## config.mk

```make
export PLATFORM = sky130hd
export DESIGN_NAME = uart_chan_mux_flat
export DESIGN_NICKNAME = d
export VERILOG_FILES = /design/src/rtl/uart_chan_mux_pkg.sv /design/src/rtl/uart_chan_mux_if.sv /design/src/rtl/sync_byte_fifo.sv /design/src/rtl/uart_chan_mux.sv /design/src/flat_wrapper.sv
export SDC_FILE = /design/constraint.sdc
export NUM_CORES = 1
export LEC_CHECK = 0
export ABC_AREA = 0
export BUFFER_PORTS_ARGS = -buffer_cell sky130_fd_sc_hd__buf_2
export CORE_MARGIN = 3
export CORE_UTILIZATION = 30
export DETAILED_ROUTE_END_ITERATION = 10
export PLACE_DENSITY = 0.5
export SLEW_MARGIN = 20
export SYNTH_ARGS = -nofsm -noshare
export SYNTH_HDL_FRONTEND = slang
export SYNTH_SLANG_ARGS = --single-unit
```

## constraint.sdc

```tcl
create_clock -name i_Clk -period 4 [get_ports i_Clk]
set_clock_uncertainty 0.1 [all_clocks]
set_input_delay 0 -clock i_Clk [delete_from_list [all_inputs] [get_ports i_Clk]]
set_output_delay 0 -clock i_Clk [all_outputs]
set_load 0.1 [all_outputs]
```

## src/rtl/uart_chan_mux_pkg.sv

```systemverilog
// Shared state encoding and tag constant for the UART channel multiplexer.
package uart_mux_pkg;

    typedef enum logic [2:0] {
        IDLE,
        TAG,
        TAG_WAIT,
        DATA,
        DATA_WAIT
    } state_e;

    localparam logic [7:0] TAG_BASE = 8'hA0;

endpackage

```

## src/rtl/uart_chan_mux_if.sv

```systemverilog
// Channel-input / UART-output bundle of the multiplexer; slave is the mux side.
interface uart_chan_mux_if #(
    parameter int NUM_CH = 4,
    parameter int DATA_W = 8
);
    localparam int GW = $clog2(NUM_CH);

    logic [NUM_CH-1:0]        in_dv;
    logic [NUM_CH*DATA_W-1:0] in_byte;
    logic [NUM_CH-1:0]        in_full;
    logic                     tag_en;
    logic                     tx_busy;
    logic                     tx_done;
    logic                     tx_dv;
    logic [DATA_W-1:0]        tx_byte;
    logic [GW-1:0]            grant;
    logic [NUM_CH-1:0]        ovf;
    logic                     ovf_clr;

    modport slave (
        input  in_dv, in_byte, tag_en, tx_busy, tx_done, ovf_clr,
        output in_full, tx_dv, tx_byte, grant, ovf
    );

    modport master (
        output in_dv, in_byte, tag_en, tx_busy, tx_done, ovf_clr,
        input  in_full, tx_dv, tx_byte, grant, ovf
    );

endinterface

```

## src/rtl/sync_byte_fifo.sv

```systemverilog
// Single-clock byte FIFO; head is visible the cycle after the first push.
// Push while full is dropped (full sampled before any same-cycle pop); pop while empty is ignored.
module sync_byte_fifo #(
    parameter int DATA_W = 8,
    parameter int DEPTH  = 16
) (
    input  logic              clk,
    input  logic              rst_n,
    input  logic              push_i,
    input  logic              pop_i,
    input  logic [DATA_W-1:0] din_i,
    output logic              full,
    output logic              empty,
    output logic [DATA_W-1:0] head
);
    localparam int AW = $clog2(DEPTH);

    // One extra pointer bit separates full from empty when the indices coincide.
    logic [AW:0]       wr_q, wr_d;
    logic [AW:0]       rd_q, rd_d;
    logic [DATA_W-1:0] mem_q [DEPTH];
    logic              do_push;
    logic              do_pop;

    assign full    = (wr_q[AW] != rd_q[AW]) && (wr_q[AW-1:0] == rd_q[AW-1:0]);
    assign empty   = (wr_q == rd_q);
    assign head    = mem_q[rd_q[AW-1:0]];
    assign do_push = push_i && !full;
    assign do_pop  = pop_i && !empty;

    always_comb begin
        wr_d = wr_q + (AW+1)'(do_push);
        rd_d = rd_q + (AW+1)'(do_pop);
    end

    always_ff @(posedge clk or negedge rst_n) begin
        if (!rst_n) begin
            wr_q <= '0;
            rd_q <= '0;
        end else begin
            wr_q <= wr_d;
            rd_q <= rd_d;
        end
    end

    always_ff @(posedge clk) begin
        if (do_push) begin
            mem_q[wr_q[AW-1:0]] <= din_i;
        end
    end

endmodule

```

## src/rtl/uart_chan_mux.sv

```systemverilog
// Round-robin multiplexer of per-channel byte FIFOs onto one UART transmitter, optional tag byte.
// Write-to-tx_dv latency 2 cycles from idle; each byte waits for tx_done, full FIFOs drop and flag ovf.
module uart_chan_mux
    import uart_mux_pkg::*;
#(
    parameter int NUM_CH = 4,
    parameter int DATA_W = 8,
    parameter int DEPTH  = 16
) (
    input  logic            i_Clk,
    input  logic            rst,
    uart_chan_mux_if.slave  bus
);
    localparam int GW = $clog2(NUM_CH);

    logic [NUM_CH-1:0] full;
    logic [NUM_CH-1:0] empty;
    logic [NUM_CH-1:0] pop;
    logic [DATA_W-1:0] head [NUM_CH];

    state_e            state_q, state_d;
    logic [GW-1:0]     grant_q, grant_d;
    logic [DATA_W-1:0] tx_byte_q, tx_byte_d;
    logic [NUM_CH-1:0] ovf_q, ovf_d;
    logic              tx_dv;

    logic [GW-1:0]     cand;
    logic [GW-1:0]     rr_sel;
    logic              rr_hit;

    generate
        for (genvar k = 0; k < NUM_CH; k++) begin : g_ch
            sync_byte_fifo #(
                .DATA_W (DATA_W),
                .DEPTH  (DEPTH)
            ) u_fifo (
                .clk    (i_Clk),
                .rst_n  (rst),
                .push_i (bus.in_dv[k]),
                .pop_i  (pop[k]),
                .din_i  (bus.in_byte[k*DATA_W +: DATA_W]),
                .full   (full[k]),
                .empty  (empty[k]),
                .head   (head[k])
            );
        end
    endgenerate

    // Scan starts one past the last grant so the previous winner is considered last.
    always_comb begin
        rr_hit = 1'b0;
        rr_sel = grant_q;
        cand   = grant_q;
        for (int i = 0; i < NUM_CH; i++) begin
            cand = (cand == GW'(NUM_CH - 1)) ? '0 : cand + 1'b1;
            if (!rr_hit && !empty[cand]) begin
                rr_hit = 1'b1;
                rr_sel = cand;
            end
        end
    end

    always_comb begin
        state_d   = state_q;
        grant_d   = grant_q;
        tx_byte_d = tx_byte_q;
        pop       = '0;
        tx_dv     = 1'b0;
        unique case (state_q)
            IDLE: begin
                if (rr_hit && !bus.tx_busy) begin
                    grant_d = rr_sel;
                    if (bus.tag_en) begin
                        state_d   = TAG;
                        tx_byte_d = DATA_W'(TAG_BASE) | DATA_W'(rr_sel);
                    end else begin
                        state_d   = DATA;
                        tx_byte_d = head[rr_sel];
                    end
                end
            end
            TAG: begin
                tx_dv   = 1'b1;
                state_d = TAG_WAIT;
            end
            TAG_WAIT: begin
                if (bus.tx_done) begin
                    state_d   = DATA;
                    tx_byte_d = head[grant_q];
                end
            end
            DATA: begin
                tx_dv         = 1'b1;
                pop[grant_q]  = 1'b1;
                state_d       = DATA_WAIT;
            end
            DATA_WAIT: begin
                if (bus.tx_done) begin
                    state_d = IDLE;
                end
            end
            default: state_d = IDLE;
        endcase
    end

    // A fresh overflow wins over a same-cycle clear.
    always_comb begin
        ovf_d = (bus.ovf_clr ? '0 : ovf_q) | (bus.in_dv & full);
    end

    always_ff @(posedge i_Clk or negedge rst) begin
        if (!rst) begin
            state_q   <= IDLE;
            grant_q   <= GW'(NUM_CH - 1);
            tx_byte_q <= '0;
            ovf_q     <= '0;
        end else begin
            state_q   <= state_d;
            grant_q   <= grant_d;
            tx_byte_q <= tx_byte_d;
            ovf_q     <= ovf_d;
        end
    end

    assign bus.in_full = full;
    assign bus.tx_dv   = tx_dv;
    assign bus.tx_byte = tx_byte_q;
    assign bus.grant   = grant_q;
    assign bus.ovf     = ovf_q;

endmodule

```

## src/flat_wrapper.sv

```systemverilog
// flat-port wrapper written by rule: the top's interface ports become plain ports
module uart_chan_mux_flat import uart_mux_pkg::*;
#(
    parameter int NUM_CH = 4,
    parameter int DATA_W = 8,
    parameter int DEPTH  = 16
)
  (i_Clk, rst, bus_in_dv, bus_in_byte, bus_tag_en, bus_tx_busy, bus_tx_done, bus_ovf_clr, bus_in_full, bus_tx_dv, bus_tx_byte, bus_grant, bus_ovf);
  uart_chan_mux_if #(.NUM_CH(NUM_CH), .DATA_W(DATA_W)) bus_i ();
  input  logic i_Clk;
  input  logic rst;
  input wire logic [$bits(bus_i.in_dv)-1:0] bus_in_dv;
  input wire logic [$bits(bus_i.in_byte)-1:0] bus_in_byte;
  input wire logic [$bits(bus_i.tag_en)-1:0] bus_tag_en;
  input wire logic [$bits(bus_i.tx_busy)-1:0] bus_tx_busy;
  input wire logic [$bits(bus_i.tx_done)-1:0] bus_tx_done;
  input wire logic [$bits(bus_i.ovf_clr)-1:0] bus_ovf_clr;
  output wire logic [$bits(bus_i.in_full)-1:0] bus_in_full;
  output wire logic [$bits(bus_i.tx_dv)-1:0] bus_tx_dv;
  output wire logic [$bits(bus_i.tx_byte)-1:0] bus_tx_byte;
  output wire logic [$bits(bus_i.grant)-1:0] bus_grant;
  output wire logic [$bits(bus_i.ovf)-1:0] bus_ovf;
  assign bus_i.in_dv = bus_in_dv;
  assign bus_i.in_byte = bus_in_byte;
  assign bus_i.tag_en = bus_tag_en;
  assign bus_i.tx_busy = bus_tx_busy;
  assign bus_i.tx_done = bus_tx_done;
  assign bus_i.ovf_clr = bus_ovf_clr;
  assign bus_in_full = bus_i.in_full;
  assign bus_tx_dv = bus_i.tx_dv;
  assign bus_tx_byte = bus_i.tx_byte;
  assign bus_grant = bus_i.grant;
  assign bus_ovf = bus_i.ovf;
  uart_chan_mux #(.NUM_CH(NUM_CH), .DATA_W(DATA_W), .DEPTH(DEPTH)) u_core (.i_Clk(i_Clk), .rst(rst), .bus(bus_i));
endmodule
```

==> impl_metrics.ini, run 1 <==
[global_route]
busiest_layer = met2
grt_pass1_vias = 12000
grt.met1_usage_pct = 19.3
grtUsageMet2_pct = 19.9
grt_overflow_total = 0
grt_antenna_before_repair = 3
track_usage_pct = 13.3
grt_max_degree = 56
met3_usage_pct = 2.89
grt_pass1_wl_um = 80200

[power_and_ir_drop]
vdd_drop_max_mv = 0.619
power_density_nw_per_um2 = 713
p_leak_nw = 9.12
power_w = 0.0195

[route]
ant_nets = 0
post_drt_wl_per_cell_um = 22.1
dr.pass1.iters = 5
vias = 11700
drc = 0
drtIter0Drc = 1199
via_per_inst = 4.81
wl_um = 53800

[clock_tree]
clock_latency_ps = 620
post-cts-setup-buffers = 0
clock-root-buffer = clkbuf_16
cts.path.max_buffers = 3
clkSinkCount = 569
clk_pin_slew_ps = 60
cts_tree = built
htreeDepth = 2
cts_buffers = 61

[critical_path]
r2r.worst_path.cells = 10
slowest_stage = dfstp_2
critPathArrivalTime_ps = 3710
r2r-start = u_core.bus.grant[0]$_DFFE_PN1P_
startpoint_type = register
cp.required_ps = 4360
crit_start = u_core.bus.grant[0]$_DFFE_PN1P_
slowest_delay_ps = 750
crit_path_frequent_cell = inv_1
cp_max_fo = 16
worstPathCellList = inv_1, ha_1, inv_1, nand3_1, o22ai_1, o21ai_0, a211oi_2, mux2_2, a32oi_1, a31oi_1
worst_setup_path_end_kind = register
critical_path_class = reg2reg

[cells_and_area]
syn_to_final_growth_pct = 18.1
nFillCells = 7022
final_cells = 2437
fin_nets = 1420
final_common_cell = edfxtp_1
mostFrequentLayoutCells = 512 x edfxtp_1, 144 x mux4_2, 69 x nor2_1, 64 x clkbuf_16, 59 x buf_2
layout-drive-gt1-share_pct = 26.7

[outcome]
status = complete, no violations

[timing]
setup_viol = 0
tightest_slew_ps = 1050
hold_violations = 0
maxSlewViolCount = 0
finalSetupTns_ps = 0
min_period_ps = 3360
setup_slack_ps = 643
rsz0062_at_grt = no
max_freq_mhz = 298
fin_crit_sh_pct = 83.9
max-slew-margin-rel_pct = 29.6
fin_hold_ws_ps = 229

[logic_synthesis]
muxShareOfSynthArea_pct = 16.1
avgSynthCellArea_um2 = 19.4
async_flop_share_pct = 10.0
synth_enable_flop_cells = 512
yosys.area_share.simple_pct = 4.13
synth_top_area_cell = edfxtp_1
yosys.area_share.adder_pct = 1.08
synth_cells = 1197
synth_fp_nets = 1259
synth_top_family_by_area = multiplexers
synth_compound_area_share_pct = 2.71
syn_area_um2 = 23200
ys.flop_type = edfxtp_1
yosys.area.top_type_share_pct = 66.3
synth_cell_types = 61
ys_seq_elements = 569
ys_warn_count = 0
synth_xor_area_share_pct = 1.81
seq_area_frac_synth_pct = 72.5
yosys-top-cells-area = edfxtp_1 66%, mux4_2 14%, dfrtp_1 5.9%

[floorplan]
die-width_um = 284
die_area_um2 = 80600
pin_count = 61
fp.dieH_um = 284
start_util_pct = 30.4
core-area_um2 = 76200
core.rowCount = 101

[placement]
io_buffers = 60
hpwl_um = 34900
place_inst = 2278
place_ws_ps = 704
place_congestion = 0.778

[hold_path]
min_path_cells = 2
hold_class = in2reg
min-delay-start = bus_in_byte[25]

[run]
drv_cap = 0
-- Yosys cell counts, drive strengths merged (2+ instances only) --
cell type,count
edfxtp,512
nand2b,10
o21bai,2
buf,41
o21ai,22
nand2,43
and2,6
a32oi,2
a22oi,9
o22ai,3
xor2,16
and4,2
and3,4
nor2b,2
a22o,5
or2,3
nand4,3
a31oi,2
mux2i,39
a221oi,16
nand3,23
inv,16
mux4,144
dfstp,2
a21o,2
or3,8
nor2,70
nor3,19
dfrtp,55
nor4,3
a211oi,2
clkbuf,25
ha,20
mux2,9
xnor2,31
a21oi,8
nand3b,4
-- cells by family (layout without fill, tap and decap cells) --
logic type	after synthesis	after routing
buffers and inverters	82	291
DFF	569	569
other	0	1
muxes	192	192
and+or+nand+nor	201	201
AOI/OAI and AO/OA	86	86
xor gates and xnor gates	47	47
adders and majority gates	20	20
-- stage by stage --
step,area [um^2],util [%]
6_report,27400,35.9
3_3_place_gp,24900,32.7
2_1_floorplan,23200,-
5_1_grt,27400,35.9
3_5_place_dp,24900,32.7
4_1_cts,27400,35.9
-- timing repair --
| action | 4_1_cts | 5_1_grt |
|---|---|---|
| hold endpoints to repair | 596 | 0 |
| resized for setup | 0 | 0 |
| hold buffers | 47 | 0 |
-- registers in the layout (all words and copies together), names as in the netlist --
signal and count:
u_core.g_ch.u_fifo.mem_q 512, u_core.bus.tx_byte 8, u_core.g_ch.u_fifo.wr_q 20, u_core.bus.ovf 4, u_core.state_q 3, u_core.g_ch.u_fifo.rd_q 20, u_core.bus.grant 2
-- power breakdown --
group,internal [W],switching [W]
Combinational,0.00257,0.00366
Clock,0.00324,0.00225
Sequential,0.00728,0.000517
Total,0.0131,0.00643
-- critical path, delay by kind of cell, from the launching register on --
| kind | cells | cell delay [ps] |
|---|---|---|
| AOI/OAI and AO/OA | 5 | 1060 |
| DFF | 1 | 750 |
| adders and majority gates | 1 | 450 |
| muxes | 1 | 400 |
| buffers and inverters | 2 | 270 |
| and+or+nand+nor | 1 | 170 |
-- final cells by class --
| type | instances | area, um^2 | share of cell area (%) |
|---|---|---|---|
| antenna | 1 | 2.50 | 0.00914 |
| clock buffer | 86 | 1760 | 6.45 |
| clock inverter | 25 | 195 | 0.713 |
| inverter | 16 | 60.1 | 0.219 |
| multi-input combinational | 546 | 5990 | 21.9 |
| sequential | 569 | 16800 | 61.4 |
| tap | 1030 | 1290 | 4.71 |
| timing repair buffer | 164 | 1260 | 4.59 |
-- layer usage --
layer | routed length [um] | vias up
met3 | 2970 | 71
met1 | 25200 | 6173
met2 | 24300 | 302
met4 | 1280 | 0
met5 | 0 | -
li1 | - | 5185
-- final timing paths --
path,endpoint,slack (ps)
worst min-delay path,u_core.g_ch[3].u_fifo.mem_q[15][1]$_DFFE_PP_,230
max in group asynchronous,u_core.g_ch[3].u_fifo.rd_q[0]$_DFF_PN0_,3020
worst min register to register,u_core.g_ch[0].u_fifo.wr_q[4]$_DFF_PN0_,400
worst max-delay path,u_core.bus.tx_byte[1]$_DFFE_PN0P_,640
worst max register to register,u_core.bus.tx_byte[1]$_DFFE_PN0P_,640
min in group asynchronous,u_core.bus.grant[1]$_DFFE_PN1P_,390
(Power assumes the default switching activity.)
==> run 2: changes to the inputs <==
==> constraint.sdc (replaced) <==
create_clock -name i_Clk -period 3.14 [get_ports i_Clk]
set_clock_uncertainty 0.1 [all_clocks]
set_input_delay 0 -clock i_Clk [delete_from_list [all_inputs] [get_ports i_Clk]]
set_output_delay 0 -clock i_Clk [all_outputs]
set_load 0.1 [all_outputs]
==> impl_metrics.ini, run 2 (synthesis gave the netlist of run 1 again) <==
[global_route]
track_usage_pct = 13.5
grt_max_degree = 56
grt_pass1_wl_um = 81500
grt_pass1_vias = 12400
grt_overflow_total = 0
grt_antenna_before_repair = 1

[power_and_ir_drop]
seq_power_share_pct = 38.5
p_int_w = 0.0171
p_leak_nw = 9.38
power_switching_w = 0.00831
pwr-share-clk_pct = 27.8
vdd_drop_max_mv = 0.678
comb_power_share_pct = 33.7
swShare_pct = 32.8
power_density_nw_per_um2 = 911

[floorplan]
core.rowCount = 101
start_util_pct = 30.4
die-width_um = 284
core-area_um2 = 76200
fp.dieH_um = 284
die_area_um2 = 80600
pin_count = 61

[critical_path]
critical_path_class = reg2reg
r2r_end = u_core.bus.tx_byte[1]$_DFFE_PN0P_
critPathArrivalTime_ps = 3370
worst_setup_path_end_kind = register
cp_max_fo = 7
r2r.worst_path.cells = 9
r2r-start = u_core.g_ch[3].u_fifo.rd_q[2]$_DFF_PN0_
startpoint_type = register
cp.required_ps = 3520
ff2ff_setup_slack_ps = 150

[timing]
tightest_slew_ps = 1050
max_freq_mhz = 335
finalSetupTns_ps = 0
fin_crit_sh_pct = 95.1
maxSlewViolCount = 0
hold_violations = 0
min_period_ps = 2990
rsz0062_at_grt = no
setup_viol = 0
max-slew-margin-rel_pct = 30.0

[cells_and_area]
fin_nets = 1469
layout-drive-gt1-share_pct = 30.2
syn_to_final_growth_pct = 20.2
mostFrequentLayoutCells = 512 x edfxtp_1, 144 x mux4_2, 103 x buf_4, 69 x nor2_1, 61 x clkbuf_16
final_area_um2 = 27800
largest_reg_flops = 512
final_common_cell = edfxtp_1

[clock_tree]
clock-root-buffer = clkbuf_16
cts.path.max_buffers = 3
cts_tree = built
cts_buffers = 60
clkSinkCount = 569
post-cts-setup-buffers = 0
clock_latency_ps = 620
htreeDepth = 2
clk_pin_slew_ps = 60

[route]
dr.pass1.iters = 7
vias = 11800
drtIter0Drc = 938
wl_um = 54100
drc = 0
ant_nets = 0
post_drt_wl_per_cell_um = 21.8
via_per_inst = 4.73

[placement]
place_congestion = 0.793
io_buffers = 60
place_area_um2 = 25400
hpwl_um = 35800

[run]
drv_cap = 0

[hold_path]
hold_class = in2reg
min_path_cells = 2
min-delay-start = bus_in_byte[30]
min_to = u_core.g_ch[3].u_fifo.mem_q[10][6]$_DFFE_PP_

[outcome]
status = complete, no violations
## run 2: area by class of cell
type | instances | area [um^2]
Fill cell | 7022 | 48400
Sequential cell | 569 | 16800
Multi-Input combinational cell | 546 | 6030
Timing Repair Buffer | 214 | 1680
Clock buffer | 72 | 1610
Tap cell | 1030 | 1290
Clock inverter | 38 | 365
Inverter | 16 | 60.1
Antenna cell | 1 | 2.50
## run 2: metrics by stage
| stage | cells | total power [W] | hold slack [ps] | worst slack, ps | utilization, % |
|---|---|---|---|---|---|
| floorplan | 1197 | 0.0158 | -396 | 10.6 | - |
| global placement | 2329 | 0.0184 | 37.2 | 193 | 33.3 |
| detailed placement | 2329 | 0.0185 | 51.5 | 152 | 33.3 |
| CTS | 2485 | 0.0257 | 171 | 150 | 36.5 |
| global route | 2485 | 0.0267 | 203 | 6.73 | 36.5 |
| finish | 2486 | 0.0254 | 215 | 153 | 36.5 |
## run 2: worst max path at each step
| stage | startpoint | end | slack (ps) | cells after the start |
|---|---|---|---|---|
| floorplan | u_core.bus.grant[0]$_DFFE_PN1P_ | u_core.bus.tx_byte[0]$_DFFE_PN0P_ | 10 | 14 |
| global placement | u_core.bus.grant[0]$_DFFE_PN1P_ | u_core.bus.tx_byte[6]$_DFFE_PN0P_ | 190 | 11 |
| detailed placement | u_core.bus.grant[0]$_DFFE_PN1P_ | u_core.bus.tx_byte[1]$_DFFE_PN0P_ | 150 | 10 |
| CTS | u_core.bus.grant[1]$_DFFE_PN1P_ | u_core.bus.tx_byte[1]$_DFFE_PN0P_ | 150 | 9 |
| global route | u_core.bus.grant[1]$_DFFE_PN1P_ | u_core.bus.tx_byte[6]$_DFFE_PN0P_ | 7 | 11 |
| finish | u_core.g_ch[3].u_fifo.rd_q[2]$_DFF_PN0_ | u_core.bus.tx_byte[1]$_DFFE_PN0P_ | 150 | 9 |
## run 2: power by group through the flow
stage / logic (W) / clock network, W / registers, W
5_1_grt: 0.00921 / 0.00758 / 0.00987
3_5_place_dp: 0.00853 / 0 / 0.00994
2_1_floorplan: 0.00547 / 0 / 0.0103
6_report: 0.00856 / 0.00705 / 0.00977
4_1_cts: 0.00863 / 0.00727 / 0.00978
3_3_place_gp: 0.00848 / 0 / 0.00990
## run 2: worst max-delay path, cell delays in order (launching register included)
cell	delay, ps
dfrtp_1	400
xor2_1	200
nor4_4	430
nand2_2	180
o31ai_1	220
o21ai_0	150
a211oi_2	440
mux2_2	400
a32oi_1	240
a31oi_1	120
## run 2: per-layer routing
metal  vias up  global-route usage (%)  wire (um)
li1       5275                       -          -
met1      6145                    18.9      24700
met2       284                    21.6      25800
met3        63                    2.49       2590
met4         0                    3.71       1040
met5         -                       0          0
## run 2: repair_timing
item,4_1_cts,5_1_grt
endpoints found under the hold margin,597,0
endpoints found under the setup margin,0,4
resized for setup,0,5
hold buffers,46,0
==> run 3: changes to the inputs <==
==> constraint.sdc (replaced) <==
create_clock -name i_Clk -period 3.1 [get_ports i_Clk]
set_clock_uncertainty 0.1 [all_clocks]
set_input_delay 0 -clock i_Clk [delete_from_list [all_inputs] [get_ports i_Clk]]
set_output_delay 0 -clock i_Clk [all_outputs]
set_load 0.1 [all_outputs]
==> impl_metrics.ini, run 3 (synthesis gave the netlist of run 1 again) <==
[clock_tree]
post-cts-setup-buffers = 0
clkSinkCount = 569
cts_tree = built
cts_buffers = 61
clock-root-buffer = clkbuf_16
htreeDepth = 2
clk_pin_slew_ps = 60
cts.path.max_buffers = 3
clock_latency_ps = 630

[critical_path]
crit_family = compound AO/OA/AOI/OAI gates
slowest_delay_ps = 660
cp_max_fo = 10
worst_setup_path_end_kind = register
critPathArrivalTime_ps = 3510
critPathBufInv = 1
cp.required_ps = 3540
startpoint_type = register
slowest_stage = dfstp_4
crit_path_frequent_cell = o21ai_0
worstPathCellList = inv_2, ha_1, a2111oi_1, o2111ai_1, o21ai_0, a211oi_4, nand2b_2, or3_1, o21ai_0
critical_path_class = reg2reg

[placement]
place_ws_ps = 96.0
io_buffers = 60
hpwl_um = 36900
place_congestion = 0.815
place_inst = 2347
place_area_um2 = 25600

[cells_and_area]
mostFrequentLayoutCells = 512 x edfxtp_1, 144 x mux4_2, 118 x buf_4, 69 x nor2_1, 62 x clkbuf_16
final_cells = 2509
fin_nets = 1488
syn_to_final_growth_pct = 20.8
nFillCells = 7055
layout-drive-gt1-share_pct = 30.6
final_area_um2 = 28000
diodes = 0
largest_reg_flops = 512
final_common_cell = edfxtp_1
fin_util_pct = 36.7

[power_and_ir_drop]
power_switching_w = 0.00849
power_density_nw_per_um2 = 916
swShare_pct = 33.1
p_leak_nw = 9.47
pwr-share-clk_pct = 27.2
comb_power_share_pct = 34.3
vdd_drop_max_mv = 0.477
p_int_w = 0.0172
seq_power_share_pct = 38.5

[timing]
max_freq_mhz = 326
max-slew-margin-rel_pct = 27.4
setup_slack_ps = 30.0
maxSlewViolCount = 0
setup_viol = 0
finalSetupTns_ps = 0
hold_violations = 0
fin_crit_sh_pct = 99.0
min_period_ps = 3070
tightest_slew_ps = 1080

[route]
post_drt_wl_per_cell_um = 22.0
wl_um = 55200
via_per_inst = 4.78
dr.pass1.iters = 5
vias = 12000
drc = 0
ant_nets = 0
drtIter0Drc = 852

[floorplan]
core.rowCount = 101
die_area_um2 = 80600
core-area_um2 = 76200
fp.dieH_um = 284
die-width_um = 284
pin_count = 61
start_util_pct = 30.4

[global_route]
grt_pass1_vias = 12400
grt_antenna_before_repair = 3
grt_max_degree = 56
grt_pass1_wl_um = 83100
track_usage_pct = 13.7
grt_overflow_total = 0

[hold_path]
hold_class = in2reg

[outcome]
status = complete, no violations

[run]
drv_cap = 0
[run 3: changes by cell type in the layout (fill, tap and decap cells not counted), moves of 2 or more]
cell / delta
clkinv_1: +3
buf_12: +4
clkbuf_1: +7
clkbuf_8: -2
bufinv_16: -3
inv_6: -2
buf_4: +15
[run 3: power by group through the flow]
stage | clock network [W] | registers, W | logic (W)
after global placement | 0 | 0.00999 | 0.00877
after global routing | 0.00753 | 0.00996 | 0.00948
after floorplan | 0 | 0.0104 | 0.00555
after CTS | 0.00720 | 0.00988 | 0.00891
after detailed placement | 0 | 0.0100 | 0.00883
final | 0.00699 | 0.00987 | 0.00879
[run 3: per-stage QoR]
stage	hold WS [ps]	power, W
after floorplan	-396	0.0160
after global placement	45.9	0.0188
after detailed placement	61.5	0.0189
after CTS	172	0.0260
after global routing	187	0.0270
final	201	0.0257
[run 3: area by class of cell]
cell class	instances	area, um^2	share of cell area [%]
Clock buffer	78	1630	5.83
Clock inverter	38	305	1.09
Inverter	16	62.6	0.224
Multi-Input combinational cell	546	6020	21.5
Sequential cell	569	16800	60.1
Tap cell	1030	1290	4.60
Timing Repair Buffer	232	1870	6.68
[run 3: what timing repair did]
item	4_1_cts	5_1_grt
endpoints found under the setup margin	0	8
hold buffers	46	0
hold endpoints to repair	604	0
gates resized for setup	0	4
[run 3: routing by layer]
metal  track usage [%]  wire (um)  vias to the layer above
li1                  -          -                     5323
met1              18.9      24300                     6272
met2              22.0      26500                      306
met3              3.04       3090                       82
met4              3.74       1300                        4
met5                 0         23                        -
[run 3: worst paths after layout]
check                      slack, ps                                    start  depth (start not counted)                                           to
max in group asynchronous       2150                                      rst                          4      u_core.g_ch[1].u_fifo.rd_q[0]$_DFF_PN0_
min in group asynchronous        370                                      rst                          3              u_core.bus.grant[1]$_DFFE_PN1P_
max reg2reg                       30          u_core.bus.grant[1]$_DFFE_PN1P_                          9            u_core.bus.tx_byte[4]$_DFFE_PN0P_
max                               30          u_core.bus.grant[1]$_DFFE_PN1P_                          9            u_core.bus.tx_byte[4]$_DFFE_PN0P_
min reg2reg                      400  u_core.g_ch[0].u_fifo.rd_q[4]$_DFF_PN0_                          1      u_core.g_ch[0].u_fifo.rd_q[4]$_DFF_PN0_
min                              200                          bus_in_byte[19]                          2  u_core.g_ch[2].u_fifo.mem_q[5][3]$_DFFE_PP_
